$ cat config.mk
export PLATFORM = sky130hd
export DESIGN_NAME = interface_hcsr04_multi
export DESIGN_NICKNAME = d
export VERILOG_FILES = /design/src/rtl/hcsr04_pkg.sv /design/src/rtl/contador_cm_arred.sv /design/src/rtl/interface_hcsr04_multi.sv
export SDC_FILE = /design/constraint.sdc
export NUM_CORES = 1
export LEC_CHECK = 0
export ABC_AREA = 1
export BUFFER_PORTS_ARGS = -buffer_cell sky130_fd_sc_hd__buf_2
export CAP_MARGIN = 30
export CORE_ASPECT_RATIO = 0.9
export CORE_MARGIN = 4
export CORE_UTILIZATION = 55
export DETAILED_ROUTE_END_ITERATION = 10
export PLACE_DENSITY = 0.86
export SKIP_CTS_REPAIR_TIMING = 1
export SLEW_MARGIN = 5
export SYNTH_ARGS = -nofsm -noshare
export SYNTH_HDL_FRONTEND = slang
export SYNTH_SLANG_ARGS = --single-unit
$ cat constraint.sdc
create_clock -name clock -period 2.6 [get_ports clock]
set_input_delay 0.39 -clock clock [delete_from_list [all_inputs] [get_ports clock]]
set_output_delay 0.39 -clock clock [all_outputs]
set_load 0.01 [all_outputs]
$ cat src/rtl/hcsr04_pkg.sv
// Shared state encodings and default timing constants for the multi-channel
// HC-SR04 scanner (defaults assume a 50 MHz clk).
package hcsr04_pkg;

    typedef enum logic [3:0] {
        ST_IDLE      = 4'd0,
        ST_TRIG      = 4'd1,
        ST_ESPERA    = 4'd2,
        ST_MEDE      = 4'd3,
        ST_ARMAZENA  = 4'd4,
        ST_INTERVALO = 4'd5
    } estado_t;

    localparam int DEF_NUM_CH         = 4;
    localparam int DEF_TRIG_CYCLES    = 500;
    localparam int DEF_CM_CYCLES      = 2941;
    localparam int DEF_TIMEOUT_CYCLES = 100000000;
    localparam int DEF_GAP_CYCLES     = 3000000;
    localparam int DEF_DIST_W         = 12;

    function automatic int max3(input int a, input int b, input int c);
        int m;
        m = (a > b) ? a : b;
        return (m > c) ? m : c;
    endfunction

    // Largest legal distance code; all ones is kept free for the timeout marker.
    function automatic int dist_sat(input int w);
        return (1 << w) - 2;
    endfunction

endpackage

$ cat src/rtl/contador_cm_arred.sv
// Echo-width to centimetre counter: per-cm cycle prescaler, half-cm round-up
// and saturation just below the timeout code.
module contador_cm_arred
    import hcsr04_pkg::*;
#(
    parameter int CM_CYCLES = DEF_CM_CYCLES,
    parameter int DIST_W    = DEF_DIST_W
) (
    input  logic              clock,
    input  logic              reset,
    input  logic              i_clr,
    input  logic              i_en,
    output logic [DIST_W-1:0] o_dist
);

    localparam int SUB_W = (CM_CYCLES > 1) ? $clog2(CM_CYCLES) : 1;
    localparam logic [SUB_W-1:0]  SUB_LAST = SUB_W'(CM_CYCLES - 1);
    localparam logic [SUB_W-1:0]  SUB_HALF = SUB_W'(CM_CYCLES / 2);
    localparam logic [DIST_W-1:0] CM_MAX   = DIST_W'(dist_sat(DIST_W));

    logic [SUB_W-1:0]  r_sub;
    logic [DIST_W-1:0] r_cm;
    logic              w_round;

    always_ff @(posedge clock or posedge reset) begin
        if (reset) begin
            r_sub <= '0;
            r_cm  <= '0;
        end else if (i_clr) begin
            r_sub <= '0;
            r_cm  <= '0;
        end else if (i_en) begin
            if (r_sub == SUB_LAST) begin
                r_sub <= '0;
                if (r_cm != CM_MAX)
                    r_cm <= r_cm + 1'b1;
            end else begin
                r_sub <= r_sub + 1'b1;
            end
        end
    end

    // A single-cycle prescaler has no fractional part, so never round.
    assign w_round = (CM_CYCLES > 1) && (r_sub >= SUB_HALF);
    assign o_dist  = (w_round && (r_cm != CM_MAX)) ? r_cm + 1'b1 : r_cm;

endmodule

$ cat src/rtl/interface_hcsr04_multi.sv
// Round-robin HC-SR04 scanner: triggers each sensor in turn, times its echo
// and publishes a per-channel distance in cm with a one-cycle ready strobe.
//
// state        | meaning
// -------------+-------------------------------------------------------------
// IDLE         | waiting for medir; channel pointer parked
// TRIG         | trigger[ch] high for TRIG_CYCLES clocks
// ESPERA       | waiting for a clean low-to-high echo edge, timeout running
// MEDE         | echo high, cm counter running, timeout still running
// ARMAZENA     | one clock: latch canal/distancia/timeout, pronto next clock
// INTERVALO    | GAP_CYCLES quiet time, then next channel / wrap / IDLE
module interface_hcsr04_multi
    import hcsr04_pkg::*;
#(
    parameter int  NUM_CH         = DEF_NUM_CH,
    parameter int  TRIG_CYCLES    = DEF_TRIG_CYCLES,
    parameter int  CM_CYCLES      = DEF_CM_CYCLES,
    parameter int  TIMEOUT_CYCLES = DEF_TIMEOUT_CYCLES,
    parameter int  GAP_CYCLES     = DEF_GAP_CYCLES,
    parameter int  DIST_W         = DEF_DIST_W,
    localparam int CH_W           = (NUM_CH > 1) ? $clog2(NUM_CH) : 1
) (
    input  logic              clock,
    input  logic              reset,
    input  logic              medir,
    input  logic              continuo,
    input  logic [NUM_CH-1:0] echo,
    output logic [NUM_CH-1:0] trigger,
    output logic [CH_W-1:0]   canal,
    output logic [DIST_W-1:0] distancia,
    output logic              timeout,
    output logic              pronto,
    output logic              ocupado,
    output logic [3:0]        db_estado
);

    localparam int TMR_W = $clog2(max3(TRIG_CYCLES, TIMEOUT_CYCLES, GAP_CYCLES) + 1);
    localparam logic [TMR_W-1:0]  TRIG_LOAD = TMR_W'(TRIG_CYCLES - 1);
    localparam logic [TMR_W-1:0]  TMO_LOAD  = TMR_W'(TIMEOUT_CYCLES - 1);
    localparam logic [TMR_W-1:0]  GAP_LOAD  = TMR_W'(GAP_CYCLES - 1);
    localparam logic [CH_W-1:0]   LAST_CH   = CH_W'(NUM_CH - 1);
    localparam logic [NUM_CH-1:0] TRIG_CH0  = NUM_CH'(1);

    estado_t           r_state;
    logic [CH_W-1:0]   r_ch;
    logic [TMR_W-1:0]  r_timer;
    logic [NUM_CH-1:0] r_echo_s1;
    logic [NUM_CH-1:0] r_echo_s2;
    logic              r_echo_prev;
    logic              r_tmo_flag;
    logic [NUM_CH-1:0] r_trigger;
    logic [CH_W-1:0]   r_canal;
    logic [DIST_W-1:0] r_distancia;
    logic              r_timeout;
    logic              r_pronto;

    logic              w_echo_ch;
    logic              w_rise;
    logic              w_fall;
    logic              w_tc;
    logic              w_cnt_clr;
    logic              w_cnt_en;
    logic [DIST_W-1:0] w_dist;

    always_ff @(posedge clock or posedge reset) begin
        if (reset) begin
            r_echo_s1 <= '0;
            r_echo_s2 <= '0;
        end else begin
            r_echo_s1 <= echo;
            r_echo_s2 <= r_echo_s1;
        end
    end

    assign w_echo_ch = r_echo_s2[r_ch];
    assign w_rise    = w_echo_ch && !r_echo_prev;
    assign w_fall    = !w_echo_ch && r_echo_prev;
    assign w_tc      = (r_timer == '0);

    // The rising-edge cycle is counted so the count equals the echo width.
    assign w_cnt_clr = (r_state == ST_TRIG);
    assign w_cnt_en  = ((r_state == ST_ESPERA) && w_rise) ||
                       ((r_state == ST_MEDE) && w_echo_ch);

    contador_cm_arred #(
        .CM_CYCLES (CM_CYCLES),
        .DIST_W    (DIST_W)
    ) u_contador (
        .clock  (clock),
        .reset  (reset),
        .i_clr  (w_cnt_clr),
        .i_en   (w_cnt_en),
        .o_dist (w_dist)
    );

    always_ff @(posedge clock or posedge reset) begin
        if (reset) begin
            r_state     <= ST_IDLE;
            r_ch        <= '0;
            r_timer     <= '0;
            r_echo_prev <= 1'b0;
            r_tmo_flag  <= 1'b0;
            r_trigger   <= '0;
            r_canal     <= '0;
            r_distancia <= '0;
            r_timeout   <= 1'b0;
            r_pronto    <= 1'b0;
        end else begin
            r_pronto    <= 1'b0;
            r_echo_prev <= w_echo_ch;
            case (r_state)
                ST_IDLE: begin
                    if (medir) begin
                        r_ch      <= '0;
                        r_trigger <= TRIG_CH0;
                        r_timer   <= TRIG_LOAD;
                        r_state   <= ST_TRIG;
                    end
                end
                ST_TRIG: begin
                    if (w_tc) begin
                        r_trigger   <= '0;
                        r_timer     <= TMO_LOAD;
                        r_tmo_flag  <= 1'b0;
                        // Pretend the line was already high so a level present
                        // at entry is never mistaken for an edge.
                        r_echo_prev <= 1'b1;
                        r_state     <= ST_ESPERA;
                    end else begin
                        r_timer <= r_timer - 1'b1;
                    end
                end
                ST_ESPERA: begin
                    if (w_tc) begin
                        r_tmo_flag <= 1'b1;
                        r_state    <= ST_ARMAZENA;
                    end else begin
                        r_timer <= r_timer - 1'b1;
                        if (w_rise)
                            r_state <= ST_MEDE;
                    end
                end
                ST_MEDE: begin
                    if (w_tc) begin
                        r_tmo_flag <= 1'b1;
                        r_state    <= ST_ARMAZENA;
                    end else if (w_fall) begin
                        r_state <= ST_ARMAZENA;
                    end else begin
                        r_timer <= r_timer - 1'b1;
                    end
                end
                ST_ARMAZENA: begin
                    r_canal     <= r_ch;
                    r_distancia <= r_tmo_flag ? {DIST_W{1'b1}} : w_dist;
                    r_timeout   <= r_tmo_flag;
                    r_pronto    <= 1'b1;
                    r_timer     <= GAP_LOAD;
                    r_state     <= ST_INTERVALO;
                end
                ST_INTERVALO: begin
                    if (!w_tc) begin
                        r_timer <= r_timer - 1'b1;
                    end else if (r_ch != LAST_CH) begin
                        r_ch      <= r_ch + 1'b1;
                        r_trigger <= TRIG_CH0 << (r_ch + 1'b1);
                        r_timer   <= TRIG_LOAD;
                        r_state   <= ST_TRIG;
                    end else if (continuo) begin
                        r_ch      <= '0;
                        r_trigger <= TRIG_CH0;
                        r_timer   <= TRIG_LOAD;
                        r_state   <= ST_TRIG;
                    end else begin
                        r_state <= ST_IDLE;
                    end
                end
                default: begin
                    r_trigger <= '0;
                    r_state   <= ST_IDLE;
                end
            endcase
        end
    end

    assign trigger   = r_trigger;
    assign canal     = r_canal;
    assign distancia = r_distancia;
    assign timeout   = r_timeout;
    assign pronto    = r_pronto;
    assign ocupado   = (r_state != ST_IDLE);
    assign db_estado = r_state;

endmodule

* After elaboration in Yosys (flattened, before gate mapping) *
Index checks and enable logic that the tools add are counted.

word-level totals
  output and inout bits = 25
  bits in registers = 87
  logic and storage cells = 112

operators by class
  shift-type cells = 1
  add/subtract/negate cells = 4
  multiplexer cells = 46
  reduce and logical (&&, ||, !) cells = 25
  magnitude comparators = 2
  eq/ne operators = 19
  bitwise logic cells = 1

operator list
  operator               count
  $mux 27                8
  $pmux 27 s6            1
  $mux 12                9
  $mux 4                 11
  $logic_not 27->1       1
  $sub 27x1->27 const B  1
  $add 12x1->12 const B  2
  $pmux 4 s6             1
  $pmux 4 s4             1
  $ne 2x2->1 const B     7
  $eq 12x12->1 const B   1
  $ge 12x11->1 const B   1
  $ne 12x12->1 const B   1
  $reduce_and 5->1       2
  $reduce_bool 2->1      5
  $ne 3x3->1 const B     3
  $eq 4x2->1 const B     2
  $eq 4x3->1 const B     2
  $mux 1                 8
  $mux 2                 4
  $reduce_and 3->1       2
  $reduce_and 6->1       1
  $reduce_bool 6->1      1
  $logic_and 1x1->1      5
  other kinds (17)       18

* Logic depth before layout (Yosys ltp) *
  depth after elaboration = 7
  mapped depth = 12

* Modules after synthesis *
Synthesis repeated with hierarchy kept, for this count alone.

unflattened totals
  cell total of the unflattened synthesis = 802
  area, all modules = 5,595.4 um^2

by module, submodules not included
  module                  cells each  instances  area an instance (um^2)
  interface_hcsr04_multi  517         1          3,739.8
  contador_cm_arred       285         1          1,855.5

* Least setup slack after synthesis *
Ideal clock, no wire load.

  kind = register to register
  start = register r_timer[0]
  end = register r_timer[8]
  arrival time = 1.616 ns
  path buffers = 1
  slack = 0.860 ns
  cell stages (with the launch flop) = 11
  setup time = 0.124 ns
  path through = dfrtp_1 inv_1 ha_1 nand3_1 nor2_4 nand3_4 a21boi_2 nor2_4 buf_6 nor2_2 a21oi_2

between the ends
  cells in the longest elaborated chain, start to end = 4
  elaborated cells on any way between the ends = 12
  those cells by class = add/sub (1); eq/ne (3); mux (6); reduce/logical (2)

ends and longest elaborated chain
  what                    RTL line                       RTL
  start, declared         interface_hcsr04_multi.sv:46   logic [TMR_W-1:0] r_timer;
  start signal, assigned  interface_hcsr04_multi.sv:130  r_timer <= r_timer - 1'b1;
  start signal, assigned  interface_hcsr04_multi.sv:138  r_timer <= r_timer - 1'b1;
  start signal, assigned  interface_hcsr04_multi.sv:150  r_timer <= r_timer - 1'b1;
  $sub 27x1->27           n/a
  $mux 27                 interface_hcsr04_multi.sv:147  end else if (w_fall) begin
  $mux 27                 interface_hcsr04_multi.sv:144  if (w_tc) begin
  $pmux 27 s6             interface_hcsr04_multi.sv:111  case (r_state)

Parallel ways exist; a longest one is shown, timed or not. The select of a mux whose other input is x is not followed.
A chain may end at the register's enable or synchronous reset.

* Worst setup path in the final report *
  start = register r_ch[0]
  end = register r_timer[6]

between the ends
  cells in the longest elaborated chain, start to end = 6
  elaborated cells on any way between the ends = 11
  those cells by class = eq/ne (3); mux (5); reduce/logical (3)

ends and longest elaborated chain
  what                               RTL line                       RTL
  start, declared                    interface_hcsr04_multi.sv:45   logic [CH_W-1:0] r_ch;
  start signal, assigned             interface_hcsr04_multi.sv:165  r_ch <= r_ch + 1'b1;
  $bmux 1 s2                         interface_hcsr04_multi.sv:75   assign w_echo_ch = r_echo_s2[r_ch];
  $mux 1 (implied by the code)       interface_hcsr04_multi.sv:75
  $logic_not 1->1                    interface_hcsr04_multi.sv:77   assign w_fall = !w_echo_ch && r_echo_prev;
  $logic_and 1x1->1                  interface_hcsr04_multi.sv:77
  $ne 2x2->1 (no source line)        n/a
  $reduce_and 6->1 (no source line)  n/a

Parallel ways exist; a longest one is shown, timed or not. The select of a mux whose other input is x is not followed.

==> impl_metrics.yaml <==
status:
  outcome: "finished clean"
worst_setup_path:
  critical_path_class: "flop to flop"
  worstSetupStartpoint: "r_ch[0]"
  crit_buf_inv: 2
  worst_setup_path_start_kind: "flop"
  cp_common_cell: "nand2_1"
  path_max_fanout: 31
  cp_top_family: "simple AND/OR/NAND/NOR gates"
  cp-end-kind: "flop"
  cpPeakStageDelay_ps: 650
  crit_chain: "inv_1 -> nand2_1 -> nand3_1 -> nand2_1 -> nand2_1 -> a21boi_2 -> nor2_4 -> buf_4 -> o21ai_2"
  cp_slowest_cell: "nor2_4"
  cp.arrival_ps: 2520
  r2r_start: "r_ch[0]"
  required_ps: 2860
place:
  placed_area_mm2: 0.005715
  port_buffers: 31
  gp_congestion: 1.021
  dp_hpwl_um: 9080
detailed_routing:
  postRouteAntennaNets: 0
  drt-initial-drc-count: 436
  drc: 0
  wl_per_cell_um: 14.36
  vias: 5069
  wirelength_um: 12860
  drt-pass1-iter-count: 5
  vias_per_cell: 5.664
cts:
  clock_sinks: 86
  clock-root-buffer: "clkbuf_8"
  clockBufferDepth: 2
  cts_buffers: 9
  clk_latency_ps: 380
  path_clk_slew_ps: 90
  h-tree-depth: 3
  cts_tree: "done"
power_and_ir_drop:
  p_clk_frac: 0.434
  powerDensity_mw_per_mm2: 414.5
  p_int_w: 0.001904
  p_leak_nw: 2.999
  swShare: 0.2264
  comb_power_share: 0.020
  p_switching_w: 0.0005572
  power.ir.vdd_worst_mv: 0.3960
  p_seq_frac: 0.546
timing:
  maxSlewViolCount: 0
  setup_viol_count_final: 0
  setup-tns-final_ps: 0
  rsz0062_at_grt: "no"
  max_freq_mhz: 442.6
  post-route-period-util: 0.8689
  max_slew_margin: 0.4324
  hold_viol: 0
  holdWs_ps: 116.9
  fin_skew_ps: 14.02
  finalCriticalPeriod_ps: 2259
  worst_pin_slew_ps: 849.3
synth:
  yosysMostFrequentCell: "nand2_1"
  syn_nets: 753
  synthCells: 733
  synth_area_mm2: 0.005455
  ys_seq_elements: 86
  ys_types: 44
  synth_edf_count: 0
  synth_top_cell_by_area: "dfrtp_1"
  synth.avg_cell_area_um2: 7.442
  synth.area.top_cells: "dfrtp_1 39%, nand2_1 15%, nand3_1 6.1%"
  yosysSeqAreaShare: 0.3945
  synth_ff_type: "dfrtp_1"
  async_flop_share: 1.000
  synth_top_area_share: 0.3945
  synthTopCellsByCount: "222 x nand2_1, 86 x dfrtp_1, 68 x nor2_1"
  yosysWarnings: 0
finish:
  fillers: 803
  area_growth_pct: 8.853
  n_antenna_cell: 0
  nNetsFinal: 784
  drive_gt1_frac: 0.1612
  final_core_util: 0.6149
  fin_area_mm2: 0.005938
global_routing:
  grt_overflow: 0
  grt_use_total: 0.2323
  first_global_vias: 4813
  grt_pass1_wl_um: 21990
  grt_antenna_before_repair: 0
  grt_max_degree: 87
floorplan:
  initial_core_util: 0.5649
  die_area_mm2: 0.01158
  die_w_um: 113.0
  row_count: 34
  ioPinCount: 33
  die_y_um: 102.5
  coreArea_mm2: 0.009657
hold_path:
  min_from: "echo[3]"
  hold_path_class: "input pin to flop"
run:
  cap_violations: 0
layout make-up:
cell class	instances	area, um2	share of cell area
clock buffers	10	127.6	0.02149
repair buffers	37	212.7	0.03582
flip-flops and latches	86	2152	0.3624
clock inverters	6	95.09	0.01601
well taps	126	157.7	0.02655
multi-input cells	553	2900	0.4884
inverters	77	292.8	0.04930
state kept, by name, indices dropped and copies added, names as in the netlist:
register and count:
u_contador.r_sub 12, r_echo_prev 1, trigger 4, distancia 12, r_echo_s1 4, pronto 1, r_timer 27, canal 2
u_contador.r_cm 12, r_ch 2, db_estado 3, timeout 1, r_tmo_flag 1, r_echo_s2 4
worst paths after layout:
kind	to	slack (ps)	cells past startpoint
worst max-delay path	r_timer[6]	340	9
worst min-delay path	r_echo_s1[3]	120	1
worst max register to register	r_timer[6]	340	9
worst min register to register	r_echo_s2[2]	350	0
max in group asynchronous	r_timer[2]	2130	3
min in group asynchronous	r_echo_s1[0]	130	3
logic make-up after synthesis:
family,after synthesis,synth area share
adders and majority gates,12,0.02752
and+or+nand+nor,435,0.3695
xor gates and xnor gates,25,0.04014
buffers and inverters,94,0.07385
other,1,0.0006874
DFF,86,0.3945
AOI/OAI and AO/OA,80,0.09381
worst reg2reg max path, delay by kind of cell, from the launching register on:
kind                   cells  cell delay [ps]
AOI/OAI and AO/OA          2              140
buffers and inverters      2              440
DFF                        1              470
and+or+nand+nor            5             1090
layer usage:
metal  share of wire  up-vias  global-route usage  wire length [um]
li1                -     2429                   -                 -
met1            0.43     2419              0.2891              5525
met2            0.49      200              0.4066              6317
met4           0.016        0             0.07856               200
met3           0.063       21             0.04796               813
met5               0        -                   0                 0
stage by stage:
stage          power, W  instances  worst slack [ps]
6_report       0.002461        895             340.9
5_1_grt        0.002543        895             172.4
4_1_cts        0.002474        895             364.0
3_5_place_dp   0.001423        879             380.5
3_3_place_gp   0.001422        879             490.6
2_1_floorplan  0.001405        733             860.1
placed cells by master, fill, tap and decap left out, types with 2 or more instances in the layout:
cell type | synthesis | final
nand2_1 | 222 | 222
dfrtp_1 | 86 | 86
nor2_1 | 68 | 68
nand3_1 | 67 | 67
inv_1 | 67 | 66
o21ai_0 | 34 | 34
buf_2 | 7 | 31
nand4_1 | 25 | 25
xor2_1 | 21 | 21
nor2_2 | 12 | 12
ha_1 | 12 | 12
o21ai_2 | 11 | 11
inv_2 | 10 | 10
nand2_2 | 10 | 10
a21oi_1 | 10 | 10
clkbuf_8 | 0 | 9
nor2_4 | 8 | 8
o21ai_1 | 7 | 7
nor3_1 | 6 | 6
buf_4 | 1 | 5
or2_2 | 4 | 4
a21oi_2 | 4 | 4
xnor2_1 | 4 | 4
nand2_4 | 3 | 3
o22ai_1 | 3 | 3
clkinv_4 | 0 | 3
nand3_4 | 2 | 2
o211ai_2 | 2 | 2
nand3b_1 | 2 | 2
and3_1 | 2 | 2
bufinv_16 | 0 | 2
power groups by stage:
stage / combinational (W) / clock (W) / sequential (W)
after global routing: 0.0000579 / 0.00114 / 0.00135
final: 0.0000491 / 0.00107 / 0.00135
after detailed placement: 0.0000512 / 0 / 0.00137
after global placement: 0.0000499 / 0 / 0.00137
after floorplan: 0.0000331 / 0 / 0.00137
after CTS: 0.0000511 / 0.00108 / 0.00135
Power figures use the tool's default switching activity.
